`src/rtl/uart_result_monitor.sv`:
```
`default_nettype none
// ============================================================================
//  Module   : uart_result_monitor
//  Purpose  : Pops bytes from the bench UART receiver, collects them into a
//             line buffer and scans each line for the tokens "PASS" and
//             "FAIL", raising sticky verdict flags when a line terminates.
//  Ports    : ACLK/ARESET      clock, synchronous active-high reset
//             rx_data/rx_ready receiver byte and "byte available" level
//             rx_data_reg_rd   one-cycle pop strobe back to the receiver
//             line_valid       one-cycle pulse when a line terminates (LF)
//             line_len/trunc   length / overflow of the last terminated line
//             line_rd_idx/char registered read port into the line buffer
//             pass/fail/done   sticky verdicts
//             char_cnt/cnt     byte and line counters
//  Options  : UART_MON_CNT_EN  when defined, char_cnt/line_cnt are live
//             counters; otherwise they are tied to zero.
//  Revision : 1.0  initial release
// ============================================================================
module uart_result_monitor #(
  parameter int LINE_MAX = 64,
  parameter int LW       = $clog2(LINE_MAX) + 1
) (
  input  logic          ACLK,
  input  logic          ARESET,
  input  logic [7:0]    rx_data,
  input  logic          rx_ready,
  output logic          rx_data_reg_rd,
  output logic          line_valid,
  output logic [LW-1:0] line_len,
  output logic          line_trunc,
  input  logic [LW-2:0] line_rd_idx,
  output logic [7:0]    line_rd_char,
  output logic          pass,
  output logic          fail,
  output logic          done,
  output logic [31:0]   char_cnt,
  output logic [15:0]   line_cnt
);

  localparam logic [1:0]    c_idle     = 2'd0;
  localparam logic [1:0]    c_capt     = 2'd1;
  localparam logic [1:0]    c_proc     = 2'd2;
  localparam logic [1:0]    c_eol      = 2'd3;
  localparam logic [7:0]    c_lf       = 8'h0A;
  localparam logic [7:0]    c_cr       = 8'h0D;
  localparam logic [31:0]   c_tok_pass = 32'h50415353;  // "PASS"
  localparam logic [31:0]   c_tok_fail = 32'h4641494C;  // "FAIL"
  localparam logic [LW-1:0] c_line_max = LW'(LINE_MAX);

  logic [1:0]    state_q, state_d;
  logic [7:0]    byte_q, byte_d;
  logic [LW-1:0] wr_ptr_q, wr_ptr_d;
  logic          trunc_q, trunc_d;
  logic [2:0]    p_idx_q, p_idx_d, f_idx_q, f_idx_d;
  logic          p_hit_q, p_hit_d, f_hit_q, f_hit_d;
  logic          line_valid_q, line_valid_d;
  logic [LW-1:0] line_len_q, line_len_d;
  logic          line_trunc_q, line_trunc_d;
  logic          pass_q, pass_d, fail_q, fail_d;
  logic [7:0]    line_rd_char_q, line_rd_char_d;
  logic          mem_we;
  logic [3:0]    p_step, f_step;
  logic [7:0]    line_mem [LINE_MAX];

  // One matcher step: returns {hit, next_idx}. On a mismatch the byte may
  // itself start a new match; the tokens never overlap themselves, so this
  // single-character restart is exact.
  function automatic logic [3:0] match_step(input logic [2:0]  idx,
                                            input logic [7:0]  b,
                                            input logic [31:0] tok);
    logic [7:0] exp_ch;
    logic [2:0] nxt;
    case (idx[1:0])
      2'd0:    exp_ch = tok[31:24];
      2'd1:    exp_ch = tok[23:16];
      2'd2:    exp_ch = tok[15:8];
      default: exp_ch = tok[7:0];
    endcase
    if (b == exp_ch)          nxt = idx + 3'd1;
    else if (b == tok[31:24]) nxt = 3'd1;
    else                      nxt = 3'd0;
    if (nxt == 3'd4) return {1'b1, 3'd0};
    return {1'b0, nxt};
  endfunction

  // ---------------------------------------------------------------- state
  always_ff @(posedge ACLK) begin
    if (ARESET) begin
      state_q        <= c_idle;
      byte_q         <= '0;
      wr_ptr_q       <= '0;
      trunc_q        <= 1'b0;
      p_idx_q        <= '0;
      f_idx_q        <= '0;
      p_hit_q        <= 1'b0;
      f_hit_q        <= 1'b0;
      line_valid_q   <= 1'b0;
      line_len_q     <= '0;
      line_trunc_q   <= 1'b0;
      pass_q         <= 1'b0;
      fail_q         <= 1'b0;
      line_rd_char_q <= '0;
    end else begin
      state_q        <= state_d;
      byte_q         <= byte_d;
      wr_ptr_q       <= wr_ptr_d;
      trunc_q        <= trunc_d;
      p_idx_q        <= p_idx_d;
      f_idx_q        <= f_idx_d;
      p_hit_q        <= p_hit_d;
      f_hit_q        <= f_hit_d;
      line_valid_q   <= line_valid_d;
      line_len_q     <= line_len_d;
      line_trunc_q   <= line_trunc_d;
      pass_q         <= pass_d;
      fail_q         <= fail_d;
      line_rd_char_q <= line_rd_char_d;
    end
  end

  // Buffer storage is deliberately not reset.
  always_ff @(posedge ACLK) begin
    if (mem_we) line_mem[wr_ptr_q[LW-2:0]] <= byte_q;
  end

  // ----------------------------------------------------------- next state
  always_comb begin
    state_d = state_q;
    case (state_q)
      c_idle:  if (rx_ready) state_d = c_capt;
      c_capt:  state_d = c_proc;
      c_proc:  state_d = (byte_q == c_lf) ? c_eol : c_idle;
      default: state_d = c_idle;
    endcase
  end

  // --------------------------------------------------------------- outputs
  always_comb begin
    rx_data_reg_rd = (state_q == c_capt);
  end

  // -------------------------------------------------------------- datapath
  always_comb begin
    byte_d         = byte_q;
    wr_ptr_d       = wr_ptr_q;
    trunc_d        = trunc_q;
    p_idx_d        = p_idx_q;
    f_idx_d        = f_idx_q;
    p_hit_d        = p_hit_q;
    f_hit_d        = f_hit_q;
    line_valid_d   = 1'b0;
    line_len_d     = line_len_q;
    line_trunc_d   = line_trunc_q;
    pass_d         = pass_q;
    fail_d         = fail_q;
    mem_we         = 1'b0;
    p_step         = match_step(p_idx_q, byte_q, c_tok_pass);
    f_step         = match_step(f_idx_q, byte_q, c_tok_fail);
    line_rd_char_d = line_mem[line_rd_idx];
    case (state_q)
      c_capt: byte_d = rx_data;
      c_proc: begin
        if (byte_q == c_cr) begin
          p_idx_d = '0;
          f_idx_d = '0;
        end else if (byte_q != c_lf) begin
          if (wr_ptr_q < c_line_max) begin
            mem_we   = ~ARESET;
            wr_ptr_d = wr_ptr_q + 1'b1;
          end else begin
            trunc_d = 1'b1;
          end
          // Matchers still see bytes dropped by truncation.
          p_idx_d = p_step[2:0];
          f_idx_d = f_step[2:0];
          p_hit_d = p_hit_q | p_step[3];
          f_hit_d = f_hit_q | f_step[3];
        end
      end
      c_eol: begin
        line_valid_d = 1'b1;
        line_len_d   = wr_ptr_q;
        line_trunc_d = trunc_q;
        pass_d       = pass_q | p_hit_q;
        fail_d       = fail_q | f_hit_q;
        wr_ptr_d     = '0;
        trunc_d      = 1'b0;
        p_idx_d      = '0;
        f_idx_d      = '0;
        p_hit_d      = 1'b0;
        f_hit_d      = 1'b0;
      end
      default: ;
    endcase
  end

  assign line_valid   = line_valid_q;
  assign line_len     = line_len_q;
  assign line_trunc   = line_trunc_q;
  assign line_rd_char = line_rd_char_q;
  assign pass         = pass_q;
  assign fail         = fail_q;
  assign done         = pass_q | fail_q;

  // -------------------------------------------------------------- counters
`ifdef UART_MON_CNT_EN
  logic [31:0] char_cnt_q, char_cnt_d;
  logic [15:0] line_cnt_q, line_cnt_d;

  always_comb begin
    char_cnt_d = char_cnt_q + ((state_q == c_capt) ? 32'd1 : 32'd0);
    line_cnt_d = line_cnt_q + ((state_q == c_eol)  ? 16'd1 : 16'd0);
  end

  always_ff @(posedge ACLK) begin
    if (ARESET) begin
      char_cnt_q <= '0;
      line_cnt_q <= '0;
    end else begin
      char_cnt_q <= char_cnt_d;
      line_cnt_q <= line_cnt_d;
    end
  end

  assign char_cnt = char_cnt_q;
  assign line_cnt = line_cnt_q;
`else
  assign char_cnt = '0;
  assign line_cnt = '0;
`endif

endmodule
`default_nettype wire

```
`config.mk`:
```
export PLATFORM = sky130hd
export DESIGN_NAME = uart_result_monitor
export DESIGN_NICKNAME = d
export VERILOG_FILES = /design/src/rtl/uart_result_monitor.sv
export SDC_FILE = /design/constraint.sdc
export NUM_CORES = 1
export LEC_CHECK = 0
export BUFFER_PORTS_ARGS = -buffer_cell sky130_fd_sc_hd__buf_4
export CORE_UTILIZATION = 64
export CTS_BUF_LIST = sky130_fd_sc_hd__clkbuf_4
export DETAILED_ROUTE_END_ITERATION = 16
export PLACE_DENSITY_LB_ADDON = 0.08
export SYNTH_ARGS = -nofsm -noshare
export SYNTH_HDL_FRONTEND = slang
export SYNTH_SLANG_ARGS = --single-unit
export TNS_END_PERCENT = 1
```
`constraint.sdc`:
```
create_clock -name ACLK -period 3.9 [get_ports ACLK]
set_input_delay 0.78 -clock ACLK [delete_from_list [all_inputs] [get_ports ACLK]]
set_output_delay 0.78 -clock ACLK [all_outputs]
set_load 0.005 [all_outputs]
```
==> reports/metrics.yaml <==
hold_viol_final: 0
vias_per_cell: 6.23
synth-edff-count: 512
rrSetupSlack_ns: 0.68
cts_buffers: 138
route.met3.wl_um: 4690
worstPathRequired_ns: 4.33
ys_seq_area_share_pct: 72.8
skew_ns: 0.0647
rsz0062_at_grt: "false"
async_flop_share_pct: 0
rr_startpoint: "byte_q[7]"
worst_slew_pin_slew_ns: 0.915
drive_gt1_share_pct: 30.8
dp_cells: 1697
grt-ovfl-total: 0
cts_tree: "built"
yosysWarnings: 0
grt_first_pass_wirelength_um: 74700
fin_setup_tns_ns: 0
wl_met2_um: 24200
num_rows: 68
period_needed_ns: 3.22
synth-main-ff-cell: "edfxtp_1"
cts_hold_buf: 0
die_x_um: 189
crit_type: "flop to flop"
reg2reg_depth: 5
avgSynthCellArea_sq_um: 18.5
hold_depth: 3
drtPass1Iterations: 7
postCtsSetupBuffers: 0
port_buffers: 37
slowest_stage: "nor2_1"
htree_levels: 4
crit_chain: "nor3_1 > o2111a_1 > nor4_4 > nand2_1 > nor2_1"
min_path_type: "input port to flop"
core_sq_mm: 0.0345
wl_per_cell_um: 26.0
grt_max_degree: 71
syn_area_sq_mm: 0.0224
powerDensity_mw_per_mm2: 481
synth_cells: 1207
routed_wl_um: 50200
areaGrowthSynthToFinish_pct: 11.8
worstSkewPairLatency_ns: 0.85
worst_setup_path_start_kind: "flop"
worstPathArrival_ns: 3.65
nets: 1408
final_max_slew_viol_count: 0
ctsResizeCount: 0
cts_root_buffer: "clkbuf_4"
place_hpwl_um: 30500
first_global_vias: 12100
path_clk_slew_ns: 0.06
power_leakage_nw: 8.48
ys_types: 66
start_util_pct: 64.9
clkSinkCount: 557
relSlewSlack_pct: 38.8
cts_buffer_depth: 3
antenna_found_initial: 1
finalCritPeriodShare_pct: 82.5
final_common_cell: "edfxtp_1"
top_layer: "met4"
cap_viol_max_count: 0
wl_met1_um: 20100
drtIter0Drc: 1291
max_stage_delay_ns: 0.85
ant_nets: 0
die_h_um: 189
fillers: 2142
crit_path_end_kind: "flop"
setup_viol: 0
track_usage_pct: 29.4
vdd.ir_drop.worst_uv: 310
cp_max_fo: 19
die-area_sq_mm: 0.0357
clock.fmax_ghz: 0.311
fin_cells: 1928
drc: 0
final_cell_mix: "512 x edfxtp_1, 192 x clkbuf_4, 124 x mux4_2, 91 x buf_4, 88 x nor2_1"
outcome: "completed"
io_pins: 86
globalplace.congestion: 0.873
endpoint: "line_mem[57][4]"
ys_ff_latch: 557
worstSetupStartpoint: "byte_q[7]"
num_vias: 12000
r2r-end: "line_mem[57][4]"
## final cells by class
class	instances	area, sq um	area share (%)
Timing Repair Buffer	98	806	3.22
Tap cell	455	569	2.28
Clock buffer	192	1440	5.77
Antenna cell	1	2.50	0.0100
Sequential cell	557	16300	65.1
Clock inverter	38	334	1.34
Multi-Input combinational cell	576	5520	22.1
Inverter	11	41.3	0.165
## registers in the layout (all words and copies together), names as in the netlist
register,flops
p_hit_q,1
f_hit_q,1
line_valid,1
f_idx_q,3
byte_q,8
line_mem,512
state_q,2
line_trunc,1
trunc_q,1
pass,1
line_rd_char,8
line_len,7
p_idx_q,3
fail,1
wr_ptr_q,7
## worst min path at each step
stage / startpoint / end
floorplan: trunc_q / line_trunc
CTS: rx_data[0] / byte_q[0]
detailed placement: line_len[4] / line_len[4]
global route: rx_data[0] / byte_q[0]
global placement: line_len[6] / line_len[6]
finish: rx_data[5] / byte_q[5]
## metrics by stage
step	power, W	util, %	hold WS, ns	area (sq um)	setup slack, ns
finish	0.0120	72.5	0.227	25000	0.681
global route	0.0124	72.5	0.179	25000	0.531
CTS	0.0121	72.5	0.165	25000	0.707
detailed placement	0.00723	67.4	0.451	23200	0.702
global placement	0.00722	67.4	0.447	23200	0.754
floorplan	0.00706	-	0.431	22500	0.605
## synthesized netlist by cell type, types with 2 or more instances
| library cell | count | share of area, % |
|---|---|---|
| mux4_2 | 124 | 12 |
| xor2_1 | 4 | 0.16 |
| a2111oi_0 | 2 | 0.078 |
| buf_4 | 65 | 2.2 |
| buf_1 | 7 | 0.12 |
| edfxtp_1 | 512 | 69 |
| o41ai_1 | 2 | 0.078 |
| nor3b_1 | 6 | 0.20 |
| and2_1 | 2 | 0.056 |
| and3b_1 | 2 | 0.078 |
| mux2i_1 | 40 | 1.8 |
| nand2b_1 | 10 | 0.28 |
| clkbuf_1 | 21 | 0.35 |
| buf_2 | 12 | 0.27 |
| nand3_1 | 6 | 0.13 |
| a31oi_1 | 2 | 0.056 |
| nor4_1 | 2 | 0.056 |
| or2_2 | 5 | 0.14 |
| a211oi_1 | 7 | 0.23 |
| a41o_1 | 2 | 0.089 |
| a221oi_1 | 4 | 0.16 |
| nor2_1 | 88 | 1.5 |
| inv_1 | 10 | 0.17 |
| nand2_1 | 64 | 1.1 |
| a22oi_1 | 4 | 0.13 |
| a21oi_1 | 36 | 0.81 |
| o221ai_1 | 10 | 0.39 |
| a32o_1 | 4 | 0.18 |
| nor2b_1 | 10 | 0.28 |
| a22o_1 | 4 | 0.16 |
| o31ai_1 | 4 | 0.13 |
| buf_6 | 5 | 0.25 |
| nor3_1 | 6 | 0.13 |
| mux2_2 | 7 | 0.35 |
| dfxtp_1 | 45 | 4.0 |
| o21ai_0 | 13 | 0.29 |
| o22ai_1 | 13 | 0.36 |
| or3_1 | 5 | 0.14 |
| ha_1 | 9 | 0.50 |
| a32oi_1 | 3 | 0.12 |
| nand3b_1 | 4 | 0.13 |
| or3b_2 | 2 | 0.078 |
## critical path: cells and delay by family, from the launching register on
family	cells	cell delay, ns
simple gates	4	1.91
flops	1	0.66
compound gates	1	0.27
## power breakdown
group | leakage [nW] | switching (W) | internal (W)
clock | 1.04 | 0.00219 | 0.00272
sequential | 5.09 | 0.0000236 | 0.00652
combinational | 2.35 | 0.000346 | 0.000217
total | 8.48 | 0.00256 | 0.00946
## cell families after synthesis
group | Yosys count | synth area share (%)
flops | 557 | 72.8
fa+ha+maj | 9 | 0.503
other cells | 1 | 0.0168
buf+inv | 121 | 3.36
compound gates | 122 | 3.80
mux | 171 | 14.6
simple gates | 222 | 4.78
xor+xnor | 4 | 0.157
## layer usage
layer | global-route usage [%] | up-vias
li1 | - | 5196
met1 | 41.6 | 6076
met2 | 44.9 | 668
met3 | 7.17 | 76
met4 | 11.3 | 0
met5 | 0 | -
(Power assumes the default switching activity.)
